File: config.mk
export PLATFORM = sky130hd
export DESIGN_NAME = edge_linking_stream
export DESIGN_NICKNAME = d
export VERILOG_FILES = /design/src/rtl/edge_linking_stream.sv
export SDC_FILE = /design/constraint.sdc
export NUM_CORES = 2
export LEC_CHECK = 0
export ABC_CLOCK_PERIOD_IN_PS = 15700
export BUFFER_PORTS_ARGS = -buffer_cell sky130_fd_sc_hd__buf_4
export CAP_MARGIN = 20
export CORE_MARGIN = 2
export CORE_UTILIZATION = 40
export DETAILED_ROUTE_END_ITERATION = 10
export PLACE_DENSITY_LB_ADDON = 0.1
export SLEW_MARGIN = 10
export SYNTH_ARGS = -nofsm -noshare
export SYNTH_HDL_FRONTEND = slang
export SYNTH_SLANG_ARGS = --single-unit
File: constraint.sdc
create_clock -name clk -period 15.7 [get_ports clk]
set_input_delay 3.14 -clock clk [delete_from_list [all_inputs] [get_ports clk]]
set_output_delay 3.14 -clock clk [all_outputs]
set_load 0.005 [all_outputs]
File: src/rtl/edge_linking_stream.sv
// rtl/edge_linking_stream.sv - streaming 3x3 hysteresis edge linker with line buffers and end-of-frame flush
// Optional statistics ports are enabled by defining EDGE_LINKING_STATS_EN.
module edge_linking_stream #(
    parameter int IMG_W = 640,
    parameter int IMG_H = 480,
    parameter int OUT_W = 12,
    parameter int CONN8 = 1
) (
    input  logic             clk,
    input  logic             rst,
    input  logic             in_valid,
    output logic             in_ready,
    input  logic [2:0]       in_data,
    output logic             out_valid,
    output logic [OUT_W-1:0] out_data,
    output logic             out_last
`ifdef EDGE_LINKING_STATS_EN
    ,
    output logic [$clog2(IMG_W*IMG_H+1)-1:0] edge_count,
    output logic                             stats_valid
`endif
);

    localparam int CW = $clog2(IMG_W + 1);
    localparam int RW = $clog2(IMG_H);
    localparam int AW = $clog2(IMG_W);

    typedef enum logic [1:0] {FILL, RUN, FLUSH} state_t;

    state_t          state, state_nxt;
    logic [CW-1:0]   cnt, in_col, c_col;
    logic [RW-1:0]   in_row, c_row;
    logic [2:0]      lb_top [IMG_W];
    logic [2:0]      lb_mid [IMG_W];
    // Window columns packed {top, mid, bottom}; col_r is the column arriving this shift
    logic [8:0]      col_l, col_m, col_r;
    logic [2:0]      din;
    logic [AW-1:0]   lb_idx;
    logic            shift, produce, edge_px, last_centre;
    logic            up, dn, lf, rt, nb4, nbd;

    assign in_ready = (state != FLUSH);
    assign shift    = (state == FLUSH) | (in_valid & in_ready);
    assign produce  = shift & (state != FILL);
    assign din      = (state == FLUSH) ? 3'd0 : in_data;
    assign lb_idx   = in_col[AW-1:0];
    assign col_r    = {lb_top[lb_idx], lb_mid[lb_idx], din};

    // Neighbours beyond the image edge read as code 0
    assign up = (c_row != '0);
    assign dn = (c_row != RW'(IMG_H - 1));
    assign lf = (c_col != '0);
    assign rt = (c_col != CW'(IMG_W - 1));

    assign nb4 = (col_m[8] & up) | (col_m[2] & dn) | (col_l[5] & lf) | (col_r[5] & rt);
    assign nbd = (col_l[8] & up & lf) | (col_l[2] & dn & lf) |
                 (col_r[8] & up & rt) | (col_r[2] & dn & rt);
    assign edge_px     = col_m[5] | (col_m[4] & (nb4 | ((CONN8 != 0) & nbd)));
    assign last_centre = (c_row == RW'(IMG_H - 1)) & (c_col == CW'(IMG_W - 1));

    logic unused_bits;
    assign unused_bits = ^{col_l[7:6], col_l[4:3], col_l[1:0], col_m[7:6], col_m[3],
                           col_m[1:0], col_r[7:6], col_r[4:3], col_r[1:0]};

    always_comb begin
        state_nxt = state;
        case (state)
            FILL:    if (shift && cnt == CW'(IMG_W)) state_nxt = RUN;
            RUN:     if (shift && in_row == RW'(IMG_H - 1) && in_col == CW'(IMG_W - 1))
                         state_nxt = FLUSH;
            FLUSH:   if (cnt == CW'(IMG_W)) state_nxt = FILL;
            default: state_nxt = FILL;
        endcase
    end

    always_ff @(posedge clk) begin
        if (rst) begin
            state     <= FILL;
            cnt       <= '0;
            in_col    <= '0;
            in_row    <= '0;
            c_col     <= '0;
            c_row     <= '0;
            out_valid <= 1'b0;
            out_data  <= '0;
            out_last  <= 1'b0;
        end else begin
            state     <= state_nxt;
            out_valid <= produce;
            out_data  <= (produce && edge_px) ? {OUT_W{1'b1}} : '0;
            out_last  <= produce & last_centre;
            if (shift) begin
                if (state != RUN)
                    cnt <= (cnt == CW'(IMG_W)) ? '0 : cnt + CW'(1);
                if (state == FLUSH && cnt == CW'(IMG_W)) begin
                    in_col <= '0;
                    in_row <= '0;
                end else begin
                    in_col <= (in_col == CW'(IMG_W - 1)) ? '0 : in_col + CW'(1);
                    if (state != FLUSH && in_col == CW'(IMG_W - 1))
                        in_row <= (in_row == RW'(IMG_H - 1)) ? '0 : in_row + RW'(1);
                end
            end
            if (produce) begin
                c_col <= (c_col == CW'(IMG_W - 1)) ? '0 : c_col + CW'(1);
                if (c_col == CW'(IMG_W - 1))
                    c_row <= (c_row == RW'(IMG_H - 1)) ? '0 : c_row + RW'(1);
            end
        end
    end

    // Pixel storage is never cleared; border masking hides stale contents
    always_ff @(posedge clk) begin
        if (shift) begin
            lb_top[lb_idx] <= lb_mid[lb_idx];
            lb_mid[lb_idx] <= din;
            col_l          <= col_m;
            col_m          <= col_r;
        end
    end

`ifdef EDGE_LINKING_STATS_EN
    localparam int EW = $clog2(IMG_W*IMG_H + 1);
    logic [EW-1:0] edge_acc;

    always_ff @(posedge clk) begin
        if (rst) begin
            edge_acc    <= '0;
            edge_count  <= '0;
            stats_valid <= 1'b0;
        end else begin
            stats_valid <= out_valid & out_last;
            if (out_valid && out_last) begin
                edge_count <= edge_acc + EW'(out_data[0]);
                edge_acc   <= '0;
            end else if (out_valid && out_data[0]) begin
                edge_acc <= edge_acc + EW'(1);
            end
        end
    end
`endif

endmodule

==> flow_summary.yaml <==
synth:
  synthesis.nets: 4269
  synth-edff-count: 1927
  yosysWarnings: 0
  synthAdderAreaFrac: 0.00173
  yosys-top-cells-area: "edfxtp_1 73%, mux4_2 14%, nor2_1 3.4%"
  yosys.area_share.simple: 0.0562
  ys_types: 70
  async_flop_share: 0
  synth_top_area_share: 0.727
  synth-compound-area-share: 0.0209
  synthMuxAreaShare: 0.155
  syn-cell-area_mm2: 0.0796
  synth_top_family_by_area: "multiplexers"
  yosysTopAreaCell: "edfxtp_1"
  synth-xor-area-share: 0.00396
  ys.flop_type: "edfxtp_1"
  synth-seq-area-share: 0.743
  synth_cells: 4252
  ys_ff_latch: 1990
  synth_area_per_cell_um2: 18.7
setup_path:
  crit_path_start_kind: "flip-flop"
  cp.arrival_ns: 8.48
  slowest_stage: "buf_4"
  worstPathMaxFanout: 95
  crit_path_end_kind: "flip-flop"
  cp.depth: 12
  path_class: "flip-flop to flip-flop"
  crit_chain: "buf_4, buf_4, mux4_2, mux2_2, a22oi_1, and4b_1, nor4b_1, o21ai_0, a221oi_1, or3_4, buf_4, buf_4"
  crit_required_ns: 16.18
  r2r_slack_ns: 7.70
  cp.buffers_inverters: 4
  crit_family: "buffers and inverters"
  rr_endpoint: "lb_top[158][2]"
  crit_end: "lb_top[158][2]"
  cp_common_cell: "buf_4"
  max_stage_delay_ns: 0.90
  r2r_cells: 12
die:
  placementRows: 163
  core-area_mm2: 0.198
  fp.dieW_um: 450
  fp.dieH_um: 450
  die_area_mm2: 0.203
  boundaryPins: 21
  initial_core_util: 0.403
power_and_ir_drop:
  ir_drop_mv: 0.113
  netSwitchingPower_uw: 2510
  p_comb_frac: 0.055
  powerDensity_mw_per_mm2: 128
  switching_share: 0.218
  power.leakage_uw: 0.0271
  p_clk_frac: 0.432
  power_frac_seq: 0.513
  power_uw: 11500
  internal_power_uw: 8990
sta:
  hold_violations: 0
  whs_ns: 0.466
  max_freq_mhz: 125
  final.setup.tns_ns: 0
  worst_slew_pin_slew_ns: 1.26
  fin_crit_ns: 8.00
  fin_skew_ns: 0.0337
  max_slew_margin: 0.143
  period_share: 0.509
  final_max_slew_viol_count: 0
  rsz0062_at_grt: "no"
  setup_viol_count_final: 0
placed_design:
  placed_area_mm2: 0.0828
  numPortBuffers: 19
  gp_congestion: 0.794
  dpl.hpwl_um: 137000
job:
  drv_cap: 0
finish:
  final_nets: 4331
  final_cell_mix: "1927 x edfxtp_1, 721 x nor2_1, 502 x mux4_2"
  layout_commonest_cell: "edfxtp_1"
  design_area_mm2: 0.0897
  syn_to_final_growth_pct: 12.6
  layout-drive-gt1-share: 0.229
  post-route-util: 0.454
clock_network:
  cts_resized: 0
  cts_buffers: 210
  clock_path_buffers: 3
  cts.root.buffer_cell: "clkbuf_16"
  hold_buffers: 0
  clk_pin_slew_ns: 0.06
  htreeDepth: 4
  clk_latency_ns: 0.84
  tritoncts: "built"
  cts_setup_buffers: 0
  cts_sinks: 1990
route:
  routed_wl_um: 233000
  route.detailed.drc: 0
  avgViaCountPerCell: 5.73
  ant_nets: 0
  wl_per_cell_um: 32.6
  drt-pass1-iter-count: 5
  drtIter0Drc: 4269
  num_vias: 40800
status:
  status: "completed"
global_route:
  antenna_found_initial: 14
  grtUsageTotal: 0.229
  first_global_vias: 42000
  overflow: 0
  grt_first_pass_wirelength_um: 328000
  grt_max_degree: 221
worst_hold_path:
  hp-class: "flip-flop to flip-flop"
## area by class of cell
type	instances	area, µm²
Fill cell	17000	108000
Sequential cell	1990	59100
Multi-Input combinational cell	1952	19100
Clock buffer	245	5480
Tap cell	2640	3300
Clock inverter	144	1350
Timing Repair Buffer	142	1220
Inverter	18	72.6
Antenna cell	2	5.00
## routing by layer
metal,vias up,part of all wire,wire length (µm),GRT usage
met2,1294,0.49,114000,0.375
met3,293,0.055,12800,0.0333
met4,0,0.028,6480,0.0649
met1,22100,0.43,99800,0.320
li1,17100,-,-,-
met5,-,0,0,0
## state kept, by name, indices dropped and copies added (netlist names), named ones only
signal / flops
col_m: 4
cnt: 10
in_row: 9
lb_mid: 1280
lb_top: 640
out_last: 1
c_row: 9
in_col: 10
c_col: 10
state: 2
out_data: 1
col_l: 3
out_valid: 1
## worst min path at each step
stage,from,endpoint,depth (start not counted),slack (ns)
floorplan,col_m[2],col_l[2],0,0.43
global placement,col_m[8],col_l[8],0,0.44
detailed placement,col_m[2],col_l[2],0,0.45
CTS,col_m[2],col_l[2],0,0.47
global route,col_m[8],col_l[8],0,0.48
finish,col_m[8],col_l[8],0,0.47
## synthesized netlist by cell type, types with 6 or more instances
master / count
edfxtp_1: 1927
xor2_1: 23
nand2_1: 161
a211oi_1: 11
nor2b_1: 16
mux4_2: 502
clkbuf_1: 168
o21ai_0: 19
a21oi_1: 38
mux2_2: 8
xnor2_1: 13
ha_1: 11
and2_1: 16
inv_1: 16
nor3b_1: 7
buf_4: 31
nand3_1: 43
buf_2: 58
buf_1: 7
o22ai_1: 30
a22o_1: 8
dfxtp_1: 63
a31oi_1: 12
o221ai_1: 12
nor2_1: 723
nor4_1: 10
mux2i_1: 92
and4b_1: 6
nand4_1: 11
a221oi_1: 17
a2111oi_0: 8
nor3_1: 18
and3_1: 15
nand2b_1: 12
buf_6: 26
a22oi_1: 37
## through the flow
step | setup slack (ns) | instances
6_report | 7.70 | 7133
5_1_grt | 7.46 | 7132
4_1_cts | 7.52 | 7129
3_5_place_dp | 7.52 | 6740
3_3_place_gp | 7.65 | 6737
2_1_floorplan | 2.66 | 4252
## power groups by stage
stage | registers [µW] | clock network, µW | logic (µW)
after floorplan | 6090 | 0 | 432
after global placement | 6010 | 0 | 636
after detailed placement | 6010 | 0 | 643
after CTS | 5900 | 5060 | 642
after global routing | 5900 | 5260 | 674
final | 5900 | 4970 | 633
## kinds of logic (layout without fill, tap and decap cells)
logic type / after synthesis / in the layout
flops: 1990 / 1990
simple gates: 1068 / 1068
mux: 602 / 602
compound gates: 235 / 235
other cells: 0 / 2
fa+ha+maj: 11 / 11
xor+xnor: 36 / 36
buf+inv: 310 / 549
No activity file was read; power rests on OpenSTA's default activity.
